==> src/rtl/nes_irq_pkg.sv <==
// nes_irq_pkg: shared constants, id sizing helper and id type for the NES interrupt controller.
package nes_irq_pkg;
   localparam int MAX_SRC = 16;
   localparam logic [15:0] DEFAULT_VECTOR_BASE = 16'hFFE0;

   function automatic int id_width(input int n);
      return (n <= 2) ? 1 : $clog2(n);
   endfunction

   typedef logic [id_width(MAX_SRC)-1:0] irqId_t;
endpackage

==> src/rtl/nes_irq_prio_enc.sv <==
// nes_irq_prio_enc: parametrised lowest-index-wins priority encoder with valid flag.
module nes_irq_prio_enc
   import nes_irq_pkg::*;
#(
   parameter int N = 4,
   parameter int W = id_width(N)
) (
   input  logic [N-1:0] req,
   output logic [W-1:0] winner,
   output logic         valid
);
   always_comb begin
      winner = '0;
      for (int i = N - 1; i >= 0; i--)
         if (req[i]) winner = W'(i);
      valid = |req;
   end
endmodule

==> src/rtl/nes_irq_ctrl.sv <==
// nes_irq_ctrl: edge/level, maskable/non-maskable interrupt controller with fixed-priority vectoring.
// Optional NES_IRQ_SYNC_EN adds a 2-flop input synchroniser ahead of detection.
module nes_irq_ctrl
   import nes_irq_pkg::*;
#(
   parameter int                  NUM_SRC     = 4,
   parameter logic [NUM_SRC-1:0]  EDGE_MASK   = NUM_SRC'(1),
   parameter logic [NUM_SRC-1:0]  NMI_MASK    = NUM_SRC'(1),
   parameter logic [15:0]         VECTOR_BASE = DEFAULT_VECTOR_BASE
) (
   input  logic                          clk,
   input  logic                          reset_n,
   input  logic                          ce,
   input  logic [NUM_SRC-1:0]            src,
   input  logic                          i_flag,
   input  logic                          en_we,
   input  logic [NUM_SRC-1:0]            en_wdata,
   input  logic                          ack,
   output logic                          irq_req,
   output logic [id_width(NUM_SRC)-1:0]  vec_id,
   output logic [15:0]                   vec_addr,
   output logic [NUM_SRC-1:0]            pending
);
   localparam int IdW = id_width(NUM_SRC);

   if (NUM_SRC < 1 || NUM_SRC > MAX_SRC) begin : gBadNum
      $error("nes_irq_ctrl: NUM_SRC out of range 1..16");
   end
   if (int'(VECTOR_BASE) + 2 * NUM_SRC - 1 > 32'hFFFF) begin : gBadBase
      $error("nes_irq_ctrl: vector table overflows 16-bit address space");
   end

   logic [NUM_SRC-1:0] srcS, last, enable, eligible, edgeSet, clrMask, nextPending;
   logic [IdW-1:0]     winner;
   logic               valid;

`ifdef NES_IRQ_SYNC_EN
   logic [NUM_SRC-1:0] sync1, sync2;
   always_ff @(posedge clk or negedge reset_n) begin
      if (!reset_n) begin
         sync1 <= '0;
         sync2 <= '0;
      end else begin
         sync1 <= src;
         sync2 <= sync1;
      end
   end
   assign srcS = sync2;
`else
   assign srcS = src;
`endif

   assign eligible = pending & enable & (NMI_MASK | {NUM_SRC{~i_flag}});

   nes_irq_prio_enc #(.N(NUM_SRC), .W(IdW)) uPrio (
      .req    (eligible),
      .winner (winner),
      .valid  (valid)
   );

   assign irq_req  = valid;
   assign vec_addr = VECTOR_BASE + 16'({vec_id, 1'b0});

   // A new edge on the acknowledged source outranks the ack clear so it is not lost.
   always_comb begin
      edgeSet     = srcS & ~last;
      clrMask     = (ack && irq_req) ? ((NUM_SRC'(1) << winner) & EDGE_MASK) : '0;
      nextPending = (EDGE_MASK & (edgeSet | (pending & ~clrMask))) | (~EDGE_MASK & srcS);
   end

   always_ff @(posedge clk or negedge reset_n) begin
      if (!reset_n) begin
         pending <= '0;
         enable  <= '1;
         last    <= '1;
         vec_id  <= '0;
      end else if (ce) begin
         pending <= nextPending;
         last    <= srcS;
         if (en_we) enable <= en_wdata;
         if (ack && irq_req) vec_id <= winner;
      end
   end
endmodule

==> config.mk <==
export PLATFORM = sky130hd
export DESIGN_NAME = nes_irq_ctrl
export DESIGN_NICKNAME = d
export VERILOG_FILES = /design/src/rtl/nes_irq_pkg.sv /design/src/rtl/nes_irq_prio_enc.sv /design/src/rtl/nes_irq_ctrl.sv
export SDC_FILE = /design/constraint.sdc
export NUM_CORES = 1
export LEC_CHECK = 0
export ABC_AREA = 1
export CAP_MARGIN = 25
export CELL_PAD_IN_SITES_DETAIL_PLACEMENT = 1
export CELL_PAD_IN_SITES_GLOBAL_PLACEMENT = 2
export CORE_MARGIN = 1.5
export CORE_UTILIZATION = 23
export CTS_BUF_LIST = sky130_fd_sc_hd__clkbuf_4 sky130_fd_sc_hd__clkbuf_8
export DETAILED_ROUTE_END_ITERATION = 10
export PLACE_DENSITY = 0.83
export SLEW_MARGIN = 25
export SYNTH_ARGS = -nofsm -noshare
export SYNTH_HDL_FRONTEND = slang
export SYNTH_SLANG_ARGS = --single-unit
==> constraint.sdc <==
create_clock -name clk -period 1.88 [get_ports clk]
set_clock_uncertainty 0.2 [all_clocks]
set_input_delay 0.376 -clock clk [delete_from_list [all_inputs] [get_ports clk]]
set_output_delay 0.376 -clock clk [all_outputs]
set_load 0.02 [all_outputs]
After elaboration in Yosys (flattened, before gate mapping)

Index checks and enable logic that the tools add are counted.
W data, S select, Z words.

Bits in registers: 11
Input bits: 14
Output and inout bits: 23
Word-level logic and storage cells: 24

Add/sub/neg operators: 1
Shift operators: 1
Mux-type cells: 5
Bitwise logic cells: 9
Reductions and logical operators: 4

Operator list:

| cell                  | count |
|---|---|
| $and A4 B4 Y4         | 2 |
| $mux W2               | 4 |
| $add A6 B4 Y7 const A | 1 |
| $or A1 B4 Y4          | 1 |
| $reduce_and A2 Y1     | 2 |
| $reduce_or A4 Y1      | 1 |
| $not A1 Y1            | 3 |
| $and A1 B1 Y1         | 2 |
| $shl A1 B2 Y1 const A | 1 |
| $logic_and A1 B1 Y1   | 1 |
| $mux W1               | 1 |
| $or A1 B1 Y1          | 1 |

Depth between registers and ports, before layout

Gate-level depths: netlist of run 1.

Depth after elaboration: 12
Mapped depth: 7
Depth with buffers taken out: 7

Hierarchy

From an unflattened synthesis of run 1, not the netlist that was laid out.

Cell total of the unflattened synthesis: 87
Area total of the unflattened synthesis: 658.1 um^2

By module, submodules not included:

| module           | times used | cells an instance | area an instance (um^2) | sequential area each (um^2) |
|---|---|---|---|---|
| nes_irq_ctrl     | 1          | 78                | 611.8                   | 281.5 |
| nes_irq_prio_enc | 1          | 9                 | 46.3                    | 0.0 |

Least setup slack after synthesis of run 1

Ideal clock, no wire load.

Path kind: flip-flop to output port
From: reg enable[3]
To: out irq_req
Arrival time: 0.820 ns
Required time: 1.304 ns
Path slack: 0.484 ns
Cell stages (with the launch flop): 3
Path buffers: 0
Cell sequence: dfstp_2 > nand3_1 > nand4_1

Cells in the longest elaborated chain, start to end: 3

Ends and longest elaborated chain:

| element                     | line                   | text |
|---|---|---|
| start, declared             | nes_irq_ctrl.sv:33     | `logic [NUM_SRC-1:0] srcS, last, enable, eligible, edgeSet, clrMask, nextPending;` |
| start signal, assigned      | nes_irq_ctrl.sv:80     | `if (en_we) enable <= en_wdata;` |
| $and A4 B4 Y4 (2 in series) | nes_irq_ctrl.sv:53     | `assign eligible = pending & enable & (NMI_MASK \| {NUM_SRC{~i_flag}});` |
| $reduce_or A4 Y1            | nes_irq_prio_enc.sv:16 | `valid = \|req;` |
| end, declared               | nes_irq_ctrl.sv:19     | `output logic irq_req,` |

Every way passes these cells.

Worst setup path in the final report of run 1

From: reg vec_id[0]
To: out vec_id[0]

RTL lines:

| element                | line               | text |
|---|---|---|
| start, declared        | nes_irq_ctrl.sv:20 | `output logic [id_width(NUM_SRC)-1:0] vec_id,` |
| start signal, assigned | nes_irq_ctrl.sv:81 | `if (ack && irq_req) vec_id <= winner;` |

No word-level cell between the ends.

==> impl_metrics.py, run 1 <==
metrics = {
    "grt": {
        "grt.overflow.total": 0,
        "grt_max_degree": 12,
        "grt_pass1_vias": 497,
        "grtUsageTotal": 0.0931,
        "grt_pass1_wl_um": 2200,
        "antenna_found_initial": 0,
    },
    "yosys": {
        "synth_cell_types": 17,
        "synth.avg_cell_area_um2": 9.43,
        "yosys_warnings": 0,
        "syn_inst": 69,
        "synth-seq-cells": 11,
        "syn_area_um2": 651,
        "yosysSeqAreaShare": 0.433,
    },
    "worst_setup_path": {
        "path_cells": "clkdlybuf4s50_1",
        "crit_required_ps": 1300,
        "critical_path_class": "reg2out",
        "arrival_ps": 1260,
        "rrSetupSlack_ps": 520,
        "crit_path_top_delay_cell": "clkdlybuf4s50_1",
        "startpoint": "vec_id[0]",
        "r2r_start": "enable[3]",
        "critPathTopFamily": "buffers and inverters",
        "critPathLaunchType": "register",
        "worst_path_largest_cell_delay_ps": 610,
        "critical_path_buf_inv_count": 1,
        "critical_path.max_fanout": 3,
        "end_kind": "output pin",
    },
    "final_layout": {
        "fillers": 322,
        "postLayoutCellArea_um2": 926,
        "syn_to_final_growth_pct": 42.3,
        "finalNetCount": 111,
        "layout_common_cells": "16 x clkdlybuf4s50_1, 14 x conb_1, 12 x nand2_1",
        "final_common_cell": "clkdlybuf4s50_1",
        "final_layout_size_suffix_gt1_frac": 0.292,
        "antenna_cells": 0,
    },
    "power_and_ir_drop": {
        "power_per_cell_area_mw_per_mm2": 842,
        "p_leak_nw": 0.482,
        "peakVddDrop_v": 0.000431,
    },
    "clock_tree": {
        "h-tree-depth": 1,
        "path_clk_slew_ps": 80,
        "clk_path_buf_depth": 2,
        "root_buffer": "clkbuf_4",
        "clock-sinks": 11,
        "clk_latency_ps": 280,
        "cts_buffers": 3,
        "cts_tree": "yes",
        "cts_hold_buf": 0,
    },
    "drt": {
        "top_layer": "met4",
        "drtIter0Drc": 8,
        "drt-wirelength-per-cell_um": 11.4,
        "drt_first_pass_iters": 3,
        "ant_nets": 0,
        "viasPerCell": 3.90,
        "vias": 495,
        "wl_met2_um": 693,
        "wl_met1_um": 592,
        "drc_errors": 0,
        "routed_wirelength_um": 1450,
        "dr_wl_met3_um": 133,
    },
    "sta": {
        "final.period_utilization": 0.977,
        "fmax_ghz": 0.545,
        "fin_crit_ps": 1840,
        "slew_violations": 0,
        "hold_viol": 0,
        "setup_viol": 0,
        "rsz0062_at_grt": "false",
        "setup_ws_ps": 44.1,
    },
    "floorplan": {
        "rows": 19,
        "die_area_mm2": 0.00316,
        "fp.dieW_um": 56.2,
        "die_height_um": 56.2,
        "core_mm2": 0.00271,
        "initial_core_util": 0.240,
        "io_pins": 37,
    },
    "flow_run": {
        "maxCapViolCount": 0,
    },
    "placement": {
        "io_buffers": 22,
        "dpl.hpwl_um": 1160,
        "place.gp.congestion": 0.735,
        "post-place-ws_ps": -397,
        "placed_area_um2": 881,
    },
    "status": {
        "run_status": "finished, final reports clean",
    },
    "hold_path": {
        "hold_path.class": "in2async",
    },
}
## what timing repair did
| item | 4_1_cts | 5_1_grt |
|---|---|---|
| pin swaps | 0 | 0 |
| hold endpoints to repair | 0 | 0 |
| buffers inserted | 0 | 0 |
| setup endpoints to repair | 3 | 3 |
| resized for setup | 6 | 8 |
## per-stage QoR
stage | instances | util | setup TNS, ps | hold WS [ps] | power [mW]
6_report | 127 | 0.342 | 0 | 214 | 0.780
5_1_grt | 127 | 0.342 | 0 | 245 | 0.816
4_1_cts | 127 | 0.332 | 0 | 224 | 0.781
3_5_place_dp | 123 | 0.325 | -397 | 261 | 0.619
3_3_place_gp | 123 | 0.325 | -361 | 257 | 0.611
2_1_floorplan | 81 | - | 0 | -120 | 0.500
## report_power, final
group,switching (mW),internal (mW)
clock network,0.0888,0.0791
logic,0.152,0.146
registers,0.0285,0.285
## cell type report
cell class / instances / area [µm²] / share of cell area
clock inverter: 1 / 5.00 / 0.00541
sequential: 11 / 282 / 0.304
tap: 31 / 38.8 / 0.0419
timing repair buffer: 28 / 280 / 0.303
inverter: 6 / 22.5 / 0.0243
clock buffer: 3 / 22.5 / 0.0243
multi-input combinational: 47 / 275 / 0.297
## Yosys cell counts (all sizes together)
cell    count  area, µm²
nand3       4       20.0
a21oi       2       10.0
conb        2       7.51
o21ai       3       15.0
mux2        6       78.8
buf        17        131
nand2      14       62.6
nand4       1       6.26
nor2        2       7.51
a21boi      1       7.51
dfstp       5        131
inv         6       22.5
dfrtp       6        150
## final timing paths
path / to / cells after the start
min in group clk: last[0] / 2
hold / removal: vec_id[1] / 1
hold reg to reg: last[0] / 2
setup / recovery: vec_id[0] / 1
setup reg to reg: vec_id[0] / 7
max in group asynchronous: enable[1] / 1
## metal layers
metal  vias to the layer above  track usage
met2                        24        0.141
met3                         3       0.0395
li1                        241            -
met4                         0       0.0510
met5                         -            0
met1                       227        0.110
## kinds of logic after synthesis
kind of cell           count (synthesis)  synth area share
flip-flops                            11             0.433
other                                  2            0.0115
AO/OA/AOI/OAI                          6            0.0500
buffers and inverters                 23             0.237
multiplexers                           6             0.121
AND/OR/NAND/NOR                       21             0.148
## state kept, by name, indices dropped and copies added, names as in the netlist
signal and flops:
pending 4, enable 4, vec_id 2, last 1
(Power assumes the default switching activity.)
==> inputs of run 2 (changes only) <==
==> constraint.sdc (replaced) <==
create_clock -name clk -period 2.2 [get_ports clk]
set_clock_uncertainty 0.2 [all_clocks]
set_input_delay 0.44 -clock clk [delete_from_list [all_inputs] [get_ports clk]]
set_output_delay 0.44 -clock clk [all_outputs]
set_load 0.02 [all_outputs]
==> run 2 against run 1 <==
Clock power shrank 15%; routed wire length shrank 7.5%; power shrank 17%; global-route usage shrank 0.32 points; critical path depth grew 4; setup slack gained 150 ps; via count shrank 2.2%; cell count shrank 3.9%; first-iteration DRC count grew 38%.
==> impl_metrics.py, run 2 (synthesis gave the netlist of run 1 again) <==
metrics = {
    "status": {
        "run_status": "finished, final reports clean",
    },
    "clock_tree": {
        "clk_path_buf_depth": 2,
        "clk_latency_ps": 260,
        "h-tree-depth": 1,
        "cts_buffers": 3,
        "cts_hold_buf": 0,
        "ctsResizeCount": 1,
        "root_buffer": "clkbuf_4",
        "cts_tree": "yes",
        "cts_setup_buffers": 0,
        "clock-sinks": 11,
        "path_clk_slew_ps": 70,
    },
    "worst_setup_path": {
        "arrival_ps": 1370,
        "end_kind": "output pin",
        "crit_required_ps": 1560,
        "r2r_cells": 5,
        "r2r_start": "enable[1]",
        "critical_path_class": "in2out",
        "rrSetupSlack_ps": 900,
        "r2r-end": "vec_id[0]",
        "critPathLaunchType": "input pin",
        "critical_path.max_fanout": 3,
    },
    "grt": {
        "grt_pass1_wl_um": 2210,
        "grt_max_degree": 12,
        "grt_pass1_vias": 511,
        "antenna_found_initial": 0,
        "grt.overflow.total": 0,
        "grtUsageTotal": 0.0899,
    },
    "placement": {
        "place.gp.congestion": 0.734,
        "dpl.hpwl_um": 1150,
        "post-place-ws_ps": -230,
        "io_buffers": 22,
    },
    "sta": {
        "rsz0062_at_grt": "false",
        "fin_crit_ps": 2010,
        "hold_viol": 0,
        "fmax_ghz": 0.497,
        "setup_ws_ps": 190,
        "final.period_utilization": 0.914,
        "slew_violations": 0,
        "setup_viol": 0,
    },
    "final_layout": {
        "final_layout_size_suffix_gt1_frac": 0.209,
        "layout_common_cells": "21 x clkdlybuf4s50_1, 14 x conb_1, 12 x nand2_1",
        "syn_to_final_growth_pct": 31.5,
        "reg_top3": "enable x4, pending x4, vec_id x2",
        "finalNetCount": 106,
        "utilization": 0.316,
        "antenna_cells": 0,
        "final_common_cell": "clkdlybuf4s50_1",
        "fillers": 323,
    },
    "power_and_ir_drop": {
        "combPwrFrac": 0.362,
        "p_leak_nw": 0.421,
        "p_sw_frac": 0.323,
        "p_seq_frac": 0.416,
        "p_clk_frac": 0.221,
        "p_int_mw": 0.436,
        "power_per_cell_area_mw_per_mm2": 752,
        "peakVddDrop_v": 0.000316,
        "p_sw_mw": 0.208,
    },
    "hold_path": {
        "min_from": "last[0]",
        "hold_path.class": "reg2reg",
        "hold_end": "last[0]",
        "hold_path_depth": 2,
    },
    "drt": {
        "drtIter0Drc": 11,
        "drt_first_pass_iters": 4,
        "ant_nets": 0,
        "viasPerCell": 3.97,
        "drc_errors": 0,
        "vias": 484,
        "routed_wirelength_um": 1340,
        "drt-wirelength-per-cell_um": 11.0,
    },
    "floorplan": {
        "core_mm2": 0.00271,
        "fp.dieW_um": 56.2,
        "die_height_um": 56.2,
        "initial_core_util": 0.240,
        "rows": 19,
        "die_area_mm2": 0.00316,
        "io_pins": 37,
    },
    "flow_run": {
        "maxCapViolCount": 0,
    },
}
run 2: worst max-delay path by stage:
stage	startpoint	to	slack, ps	depth (start not counted)
after detailed placement	i_flag	irq_req	-230	5
after CTS	i_flag	irq_req	30	5
after floorplan	enable[3]	irq_req	740	2
after global routing	i_flag	irq_req	110	5
after global placement	i_flag	irq_req	-170	5
final	i_flag	irq_req	190	5
run 2: worst max-delay path: stages:
cell and delay, ps:
clkdlybuf4s50_1 480, inv_1 70, nand3_1 120, nand4_1 90, clkbuf_2 160
run 2: power groups by stage:
stage,logic (mW),registers [mW],clock network (mW)
3_5_place_dp,0.240,0.272,0
5_1_grt,0.250,0.275,0.158
4_1_cts,0.237,0.269,0.150
6_report,0.233,0.268,0.142
3_3_place_gp,0.234,0.271,0
2_1_floorplan,0.136,0.291,0
run 2: final cells by class:
| class | instances | area [µm²] | area share |
|---|---|---|---|
| flip-flops and latches | 11 | 282 | 0.329 |
| inverters | 6 | 22.5 | 0.0263 |
| well taps | 31 | 38.8 | 0.0453 |
| clock buffers | 4 | 30.0 | 0.0351 |
| multi-input cells | 47 | 260 | 0.304 |
| repair buffers | 23 | 223 | 0.260 |
run 2: routing by layer:
metal | vias up | routed length (µm) | GRT usage | share of wire
li1 | 232 | - | - | -
met1 | 229 | 561 | 0.0978 | 0.42
met2 | 23 | 680 | 0.160 | 0.51
met3 | 0 | 96 | 0.0279 | 0.072
met4 | 0 | 0 | 0.0374 | 0
met5 | - | 0 | 0 | 0
run 2: stage by stage:
stage	TNS (ps)	hold WS, ps	total power [mW]	instances	area (µm²)
floorplan	0	-55.6	0.427	81	696
global placement	-171	257	0.504	118	831
detailed placement	-230	278	0.512	118	831
CTS	0	290	0.655	122	860
global route	0	312	0.683	122	856
finish	0	282	0.644	122	856
